File: config.mk
export PLATFORM = sky130hd
export DESIGN_NAME = boot_mem_arbiter
export DESIGN_NICKNAME = d
export VERILOG_FILES = /design/src/rtl/boot_mem_arbiter.sv
export SDC_FILE = /design/constraint.sdc
export NUM_CORES = 1
export LEC_CHECK = 0
export CAP_MARGIN = 20
export CORE_MARGIN = 3
export CORE_UTILIZATION = 45
export DETAILED_ROUTE_END_ITERATION = 6
export DONT_BUFFER_PORTS = 1
export PLACE_DENSITY = 0.65
export SLEW_MARGIN = 20
export SYNTH_ARGS = -nofsm -noshare
export SYNTH_HDL_FRONTEND = slang
export SYNTH_SLANG_ARGS = --single-unit
export TNS_END_PERCENT = 5
File: constraint.sdc
create_clock -name slowclk -period 4.31 [get_ports slowclk]
set_input_delay 0.6465 -clock slowclk [delete_from_list [all_inputs] [get_ports slowclk]]
set_output_delay 0.6465 -clock slowclk [all_outputs]
set_load 0.01 [all_outputs]
File: src/rtl/boot_mem_arbiter.sv
`default_nettype none
// ---------------------------------------------------------------------------
// boot_mem_arbiter : shares the program/data memory between CU and bootloader
// Revision 1.0
// ---------------------------------------------------------------------------
module boot_mem_arbiter #(
    parameter int ADDR_W       = 5,
    parameter int DATA_W       = 8,
    parameter int IDLE_TIMEOUT = 255
) (
    input  logic              slowclk,
    input  logic              nReset,
    input  logic              boot_req,
    input  logic              boot_valid,
    input  logic [DATA_W-1:0] boot_data,
    output logic              boot_ready,
    input  logic              cpu_rd,
    input  logic              cpu_wr,
    input  logic [ADDR_W-1:0] cpu_addr,
    input  logic [DATA_W-1:0] cpu_wdata,
    output logic [ADDR_W-1:0] mem_addr,
    output logic [DATA_W-1:0] mem_wdata,
    output logic              mem_re,
    output logic              mem_we,
    output logic              Bootload,
    output logic [ADDR_W:0]   boot_count,
    output logic              boot_done,
    output logic              boot_timeout,
    output logic              cpu_err
);

    localparam int IDLE_W = $clog2(IDLE_TIMEOUT + 1);
    localparam logic [ADDR_W:0]   FULL_COUNT = {1'b1, {ADDR_W{1'b0}}};
    localparam logic [ADDR_W:0]   LAST_COUNT = {1'b0, {ADDR_W{1'b1}}};
    localparam logic [IDLE_W-1:0] IDLE_LAST  = IDLE_W'(IDLE_TIMEOUT - 1);

    typedef enum logic [1:0] {
        RUN     = 2'd0,
        DRAIN   = 2'd1,
        LOAD    = 2'd2,
        RELEASE = 2'd3
    } state_t;

    state_t             state, state_nx;
    logic               req_q;
    logic               drain_cnt;
    logic [ADDR_W-1:0]  ptr;
    logic [ADDR_W:0]    count_r;
    logic [IDLE_W-1:0]  idle;
    logic               timeout_r;
    logic               err_r;

    logic               start;
    logic               beat;
    logic               last_beat;
    logic               idle_expire;
    logic               enter_load;
    logic               err_set;
    logic               timeout_set;

    assign start       = boot_req & ~req_q;
    assign boot_ready  = (state == LOAD) && (count_r < FULL_COUNT);
    assign beat        = boot_valid & boot_ready;
    assign last_beat   = beat && (count_r == LAST_COUNT);
    assign idle_expire = !beat && (idle == IDLE_LAST);
    assign enter_load  = (state == DRAIN) && drain_cnt;

    always_comb begin
        state_nx    = state;
        mem_addr    = cpu_addr;
        mem_wdata   = cpu_wdata;
        mem_re      = 1'b0;
        mem_we      = 1'b0;
        err_set     = 1'b0;
        timeout_set = 1'b0;
        case (state)
            RUN: begin
                // Simultaneous rd/wr resolves to a write
                mem_re  = cpu_rd & ~cpu_wr;
                mem_we  = cpu_wr;
                err_set = cpu_rd & cpu_wr;
                if (start) state_nx = DRAIN;
            end
            DRAIN: begin
                mem_re  = cpu_rd & ~cpu_wr;
                mem_we  = cpu_wr;
                err_set = cpu_rd & cpu_wr;
                if (drain_cnt) state_nx = LOAD;
            end
            LOAD: begin
                mem_addr  = ptr;
                mem_wdata = boot_data;
                mem_we    = beat;
                err_set   = cpu_rd | cpu_wr;
                if ((count_r == FULL_COUNT) || last_beat || !boot_req) begin
                    state_nx = RELEASE;
                end else if (idle_expire) begin
                    state_nx    = RELEASE;
                    timeout_set = 1'b1;
                end
            end
            RELEASE: begin
                err_set  = cpu_rd | cpu_wr;
                state_nx = RUN;
            end
            default: state_nx = RUN;
        endcase
    end

    always_ff @(posedge slowclk or negedge nReset) begin
        if (!nReset) begin
            state     <= RUN;
            req_q     <= 1'b0;
            drain_cnt <= 1'b0;
            ptr       <= '0;
            count_r   <= '0;
            idle      <= '0;
            timeout_r <= 1'b0;
            err_r     <= 1'b0;
        end else begin
            state     <= state_nx;
            req_q     <= boot_req;
            drain_cnt <= (state == DRAIN) ? ~drain_cnt : 1'b0;
            if (enter_load) begin
                ptr       <= '0;
                count_r   <= '0;
                idle      <= '0;
                timeout_r <= 1'b0;
                err_r     <= 1'b0;
            end else begin
                if (state == LOAD) begin
                    if (beat) begin
                        ptr     <= ptr + ADDR_W'(1);
                        count_r <= count_r + (ADDR_W+1)'(1);
                        idle    <= '0;
                    end else begin
                        idle    <= idle + IDLE_W'(1);
                    end
                end
                if (timeout_set) timeout_r <= 1'b1;
                if (err_set)     err_r     <= 1'b1;
            end
        end
    end

    assign Bootload     = (state != RUN);
    assign boot_done    = (state == RELEASE);
    assign boot_count   = count_r;
    assign boot_timeout = timeout_r;
    assign cpu_err      = err_r;

endmodule
`default_nettype wire
== After elaboration in Yosys (flattened, before gate mapping) ==
Cells that the tools add are included.
Operators by class
  multiplexer cells: 27
  bitwise gates (word level): 8
  equal/unequal tests: 9
  reductions and logical operators: 18
  order comparisons: 1
  shifts and indexed selects: 0
  multiply operators: 0
  div/mod/pow operators: 0
  $add $sub $neg: 3
Operators with widths (count)
  8-bit two-way mux: 4
  5-bit two-way mux: 4
  6-bit two-way mux: 3
  2-bit nonzero test: 5
  1-bit two-way mux: 9
  8-bit by 1-bit adder with 8-bit output, second input constant: 1
  8-bit == test, second input constant: 1
  2-bit two-way mux: 4
  2-bit case mux with 4 select lines: 1
  6-bit by 1-bit adder with 6-bit output, second input constant: 1
  6-bit by 5-bit == test with 1-bit output, second input constant: 1
  6-bit == test, second input constant: 1
  6-bit < comparator, second input constant: 1
  5-bit by 1-bit adder with 5-bit output, second input constant: 1
  1-bit bitwise AND: 4
  2-bit == test, second input constant: 2
  1-bit logical AND: 4
  2-bit inequality test, second input constant: 2
  1-bit case mux with 2 select lines: 2
  2-bit OR reduction: 2
  3-bit by 2-bit inequality test with 1-bit output, second input constant: 1
  1-bit NOT: 3
  3-bit AND reduction: 1
  2-bit by 1-bit == test with 1-bit output, second input constant: 1
  5 further kinds: 7
Storage, ports and cells
  output and inout bits: 26
  latch bits: 0
  memories kept: 0
  flip-flop bits (word level): 25
  memory bits (read-only): 0
  RAM bits: 0
  word-level logic and storage cells: 74
  bits of input ports: 27

== Longest topological paths before layout ==
  word-level depth: 10
  depth in mapped cells: 7
  mapped depth without buffers: 6

== Worst setup path before layout ==
No wires, ideal clock.
  path kind: flip-flop to output port
  from: register state[0]
  to: output port mem_addr[0]
  stages on the path, launching flop included: 6
  required time: 3.664 ns
  path slack: 2.194 ns
  path buffers: 2
  data arrival time: 1.469 ns
  path through: dfrtp_1 -> inv_1 -> ha_1 -> buf_2 -> buf_2 -> mux2_2
On the way
  cells in the longest elaborated chain, start to end: 2
Ends and longest elaborated chain
  from (decl): line 44  | state_t state, state_nx;
  from (signal assigned): line 121  | state <= state_nx;
  2-bit == test: line 76  | case (state)
  5-bit two-way mux: line 76
  to (decl): line 21  | output logic [ADDR_W-1:0] mem_addr,
Every way passes these cells.

== Final worst setup path ==
  from: register state[0]
  to: output port mem_wdata[2]
On the way
  cells in the longest elaborated chain, start to end: 2
Ends and longest elaborated chain
  2-bit == test: line 76
  8-bit two-way mux: line 76
  to (decl): line 22  | output logic [DATA_W-1:0] mem_wdata,
Every way passes these cells.

==> flow_summary_export.csv <==
group,metric,value,unit
critical_path,cp-start-kind,"flop",
grt,grt_first_pass_wirelength,5060,um
clocking,cts_tree,"built",
route,antenna_left,0,
critical_path,regToRegSetupSlack,2.02,ns
clocking,h-tree-depth,1,
logic_synthesis,synth_fp_nets,185,
logic_synthesis,synth-compound-area-share,8.98,%
sta,whs,0.117,ns
grt,track_usage,15.7,%
sta,setup_slack,1.90,ns
critical_path,critPathRequiredTime,3.66,ns
placement,numPortBuffers,0,
logic_synthesis,ys_types,33,
logic_synthesis,synth_xor_area_share,6.59,%
critical_path,crit_chain,"inv_1, ha_1, buf_4, mux2_2",
logic_synthesis,synth_edf_count,0,
die,die_area,0.00397,sq mm
sta,max_clock_freq,0.414,GHz
clocking,cts_root_buf,"clkbuf_4",
die,die_x,63.0,um
route,route.detailed.drc,0,
route,wl_per_cell,15.2,um
logic_synthesis,synth_top_family_by_area,"simple AND/OR/NAND/NOR gates",
layout,drive_above_1_share,15.3,%
power,vdd_drop_max,307,uV
clocking,cts_buffer_depth,2,
clocking,clock-sinks,25,
power,clockPowerShare,11.2,%
critical_path,r2r_end,"state[1]",
critical_path,cp_max_fo,19,
placement,pre_cts_ws,2.05,ns
power,p_comb_share,46.4,%
layout,stdcell_count,194,
placement,gp_congestion,0.839,
sta,maxSlewViolCount,0,
logic_synthesis,ys_ff_latch,25,
critical_path,end_kind,"output pin",
clocking,post_cts_resized,0,
power,power_leakage,0.712,nW
grt,grt_antenna_before_repair,0,
logic_synthesis,ys_warn_count,0,
power,power_density,597,mW/mm^2
critical_path,path_class,"flop to output pin",
die,coreArea,0.00308,sq mm
grt,first_global_vias,1072,
die,die_h,63.0,um
sta,slew_headroom,57.8,%
route,wl,2950,um
status,status,"finished, final reports clean",
grt,grt_max_degree,26,
logic_synthesis,ys_seq_area_share,42.8,%
logic_synthesis,synth_area,0.00146,sq mm
sta,worstMarginPinSlew,0.633,ns
clocking,post_cts_buffers,0,
power,p_sw_share,43.6,%
die,rows,20,
die,pin_count,53,
critical_path,setup.worst_path.start,"state[0]",
logic_synthesis,synthAdderAreaFrac,7.70,%
clocking,clk_pin_slew,0.13,ns
critical_path,critPathCapture,"mem_wdata[2]",
clocking,cts_made_buffers,3,
power,internal_power,0.000521,W
critical_path,cpPeakStageDelay,0.43,ns
sta,finalSetupViolations,0,
clocking,clk_latency,0.31,ns
critical_path,slowest_stage,"dfrtp_1",
power,total_power,0.000925,W
placement,placed_cells,189,
power,netSwitchingPower,0.000403,W
route,vias,1064,
logic_synthesis,synthMuxAreaShare,11.5,%
placement,dp_hpwl,2250,um
logic_synthesis,syn_inst,149,
route,routed_via_density,5.48,
logic_synthesis,avgSynthCellArea,9.82,sq um
sta,fin_crit_sh,56.0,%
sta,fin_skew,0.00123,ns
clocking,cts_hold_buf,1,
job,drv_cap,0,
critical_path,crit_arrival,1.77,ns
logic_synthesis,async_reset_ff_share,100,%
sta,finalCriticalPeriod,2.41,ns
logic_synthesis,synth-simple-area-share,18.3,%
sta,fin_setup_tns,0,ns
power,seq_power_share,42.4,%
min_path,hold_class,"input pin to async pin",
layout,area_growth,5.90,%
die,start_util,47.5,%
logic_synthesis,ys.flop_type,"dfrtp_1",
route,drtIter0Drc,17,
sta,rsz0062_at_grt,"false",
layout,final_nets,187,
layout,diodes,0,
critical_path,r2r-start,"state[0]",
critical_path,ff2ff_path_depth,6,
route,dr.pass1.iters,4,
grt,grt_overflow,0,
sta,hold_viol,0,
registers in the layout, summed over array words and instances, names as in the netlist:
name and flops:
cpu_err 1, idle 8, ptr 5, state 2, boot_timeout 1, drain_cnt 1
req_q 1, boot_count 6
critical path, delay by kind of cell (launching register included):
family     cells  cell delay [ns]
buf+inv        2             0.38
flops          1             0.43
fa+ha+maj      1             0.24
mux            1             0.40
synthesized netlist by cell type (3+ instances only):
library cell	instances	area, sq um
a21oi_1	11	55.1
inv_1	10	37.5
mux2_2	13	146
xor2_1	7	61.3
ha_1	9	113
nor3_1	3	15.0
o21ai_0	4	20.0
nand3_1	4	20.0
nand4_1	6	37.5
buf_2	4	20.0
nand2_1	9	33.8
xnor2_1	4	35.0
dfrtp_1	25	626
nor2_1	20	75.1
power by group through the flow:
stage / clock (W) / sequential [W] / combinational (W)
CTS: 0.000110 / 0.000391 / 0.000436
detailed placement: 0 / 0.000396 / 0.000427
floorplan: 0 / 0.000375 / 0.000364
global placement: 0 / 0.000393 / 0.000414
global route: 0.000121 / 0.000407 / 0.000483
finish: 0.000104 / 0.000392 / 0.000429
cell type report:
| type | instances | area (sq um) |
|---|---|---|
| clock inverters | 1 | 5.00 |
| inverters | 10 | 37.5 |
| flip-flops and latches | 25 | 626 |
| repair buffers | 2 | 27.5 |
| well taps | 44 | 55.1 |
| fillers | 299 | 1530 |
| clock buffers | 3 | 22.5 |
| multi-input cells | 109 | 776 |
per-layer routing:
layer | global-route usage, % | vias to the layer above | wire length (um)
met2 | 26.1 | 35 | 1410
met3 | 5.04 | 2 | 186
li1 | - | 520 | -
met4 | 1.65 | 0 | 10
met5 | 0 | - | 0
met1 | 20.6 | 507 | 1350
cells in the final DEF, fill, tap and decap left out, types with 2 or more instances in the layout:
cell and n:
a31oi_1 2, inv_1 10, xor2_1 7, xnor2_1 4, nand3_1 4, mux2_2 13, ha_1 9, nand2_1 9
clkbuf_4 3, nand4_1 6, o21ai_0 4, nor3_1 3, nor2_1 20, a21oi_1 11, dfrtp_1 25
worst min-delay path by stage:
stage / end / cells after the start
after CTS: idle[1] / 1
after global placement: idle[4] / 0
after detailed placement: idle[4] / 0
final: idle[4] / 1
after global routing: idle[5] / 1
after floorplan: boot_count[0] / 0
kinds of logic after synthesis:
kind of cell | count (synthesis)
multiplexers | 15
AND/OR/NAND/NOR | 53
AO/OA/AOI/OAI | 21
buffers and inverters | 15
XOR/XNOR | 11
adder cells (fa/ha/maj) | 9
flip-flops | 25
stage by stage:
stage | instance area (sq um) | util (%)
after detailed placement | 1500 | 48.8
after global routing | 1550 | 50.3
after floorplan | 1460 | -
after global placement | 1500 | 48.8
final | 1550 | 50.3
after CTS | 1550 | 50.3
(Power assumes the default switching activity.)
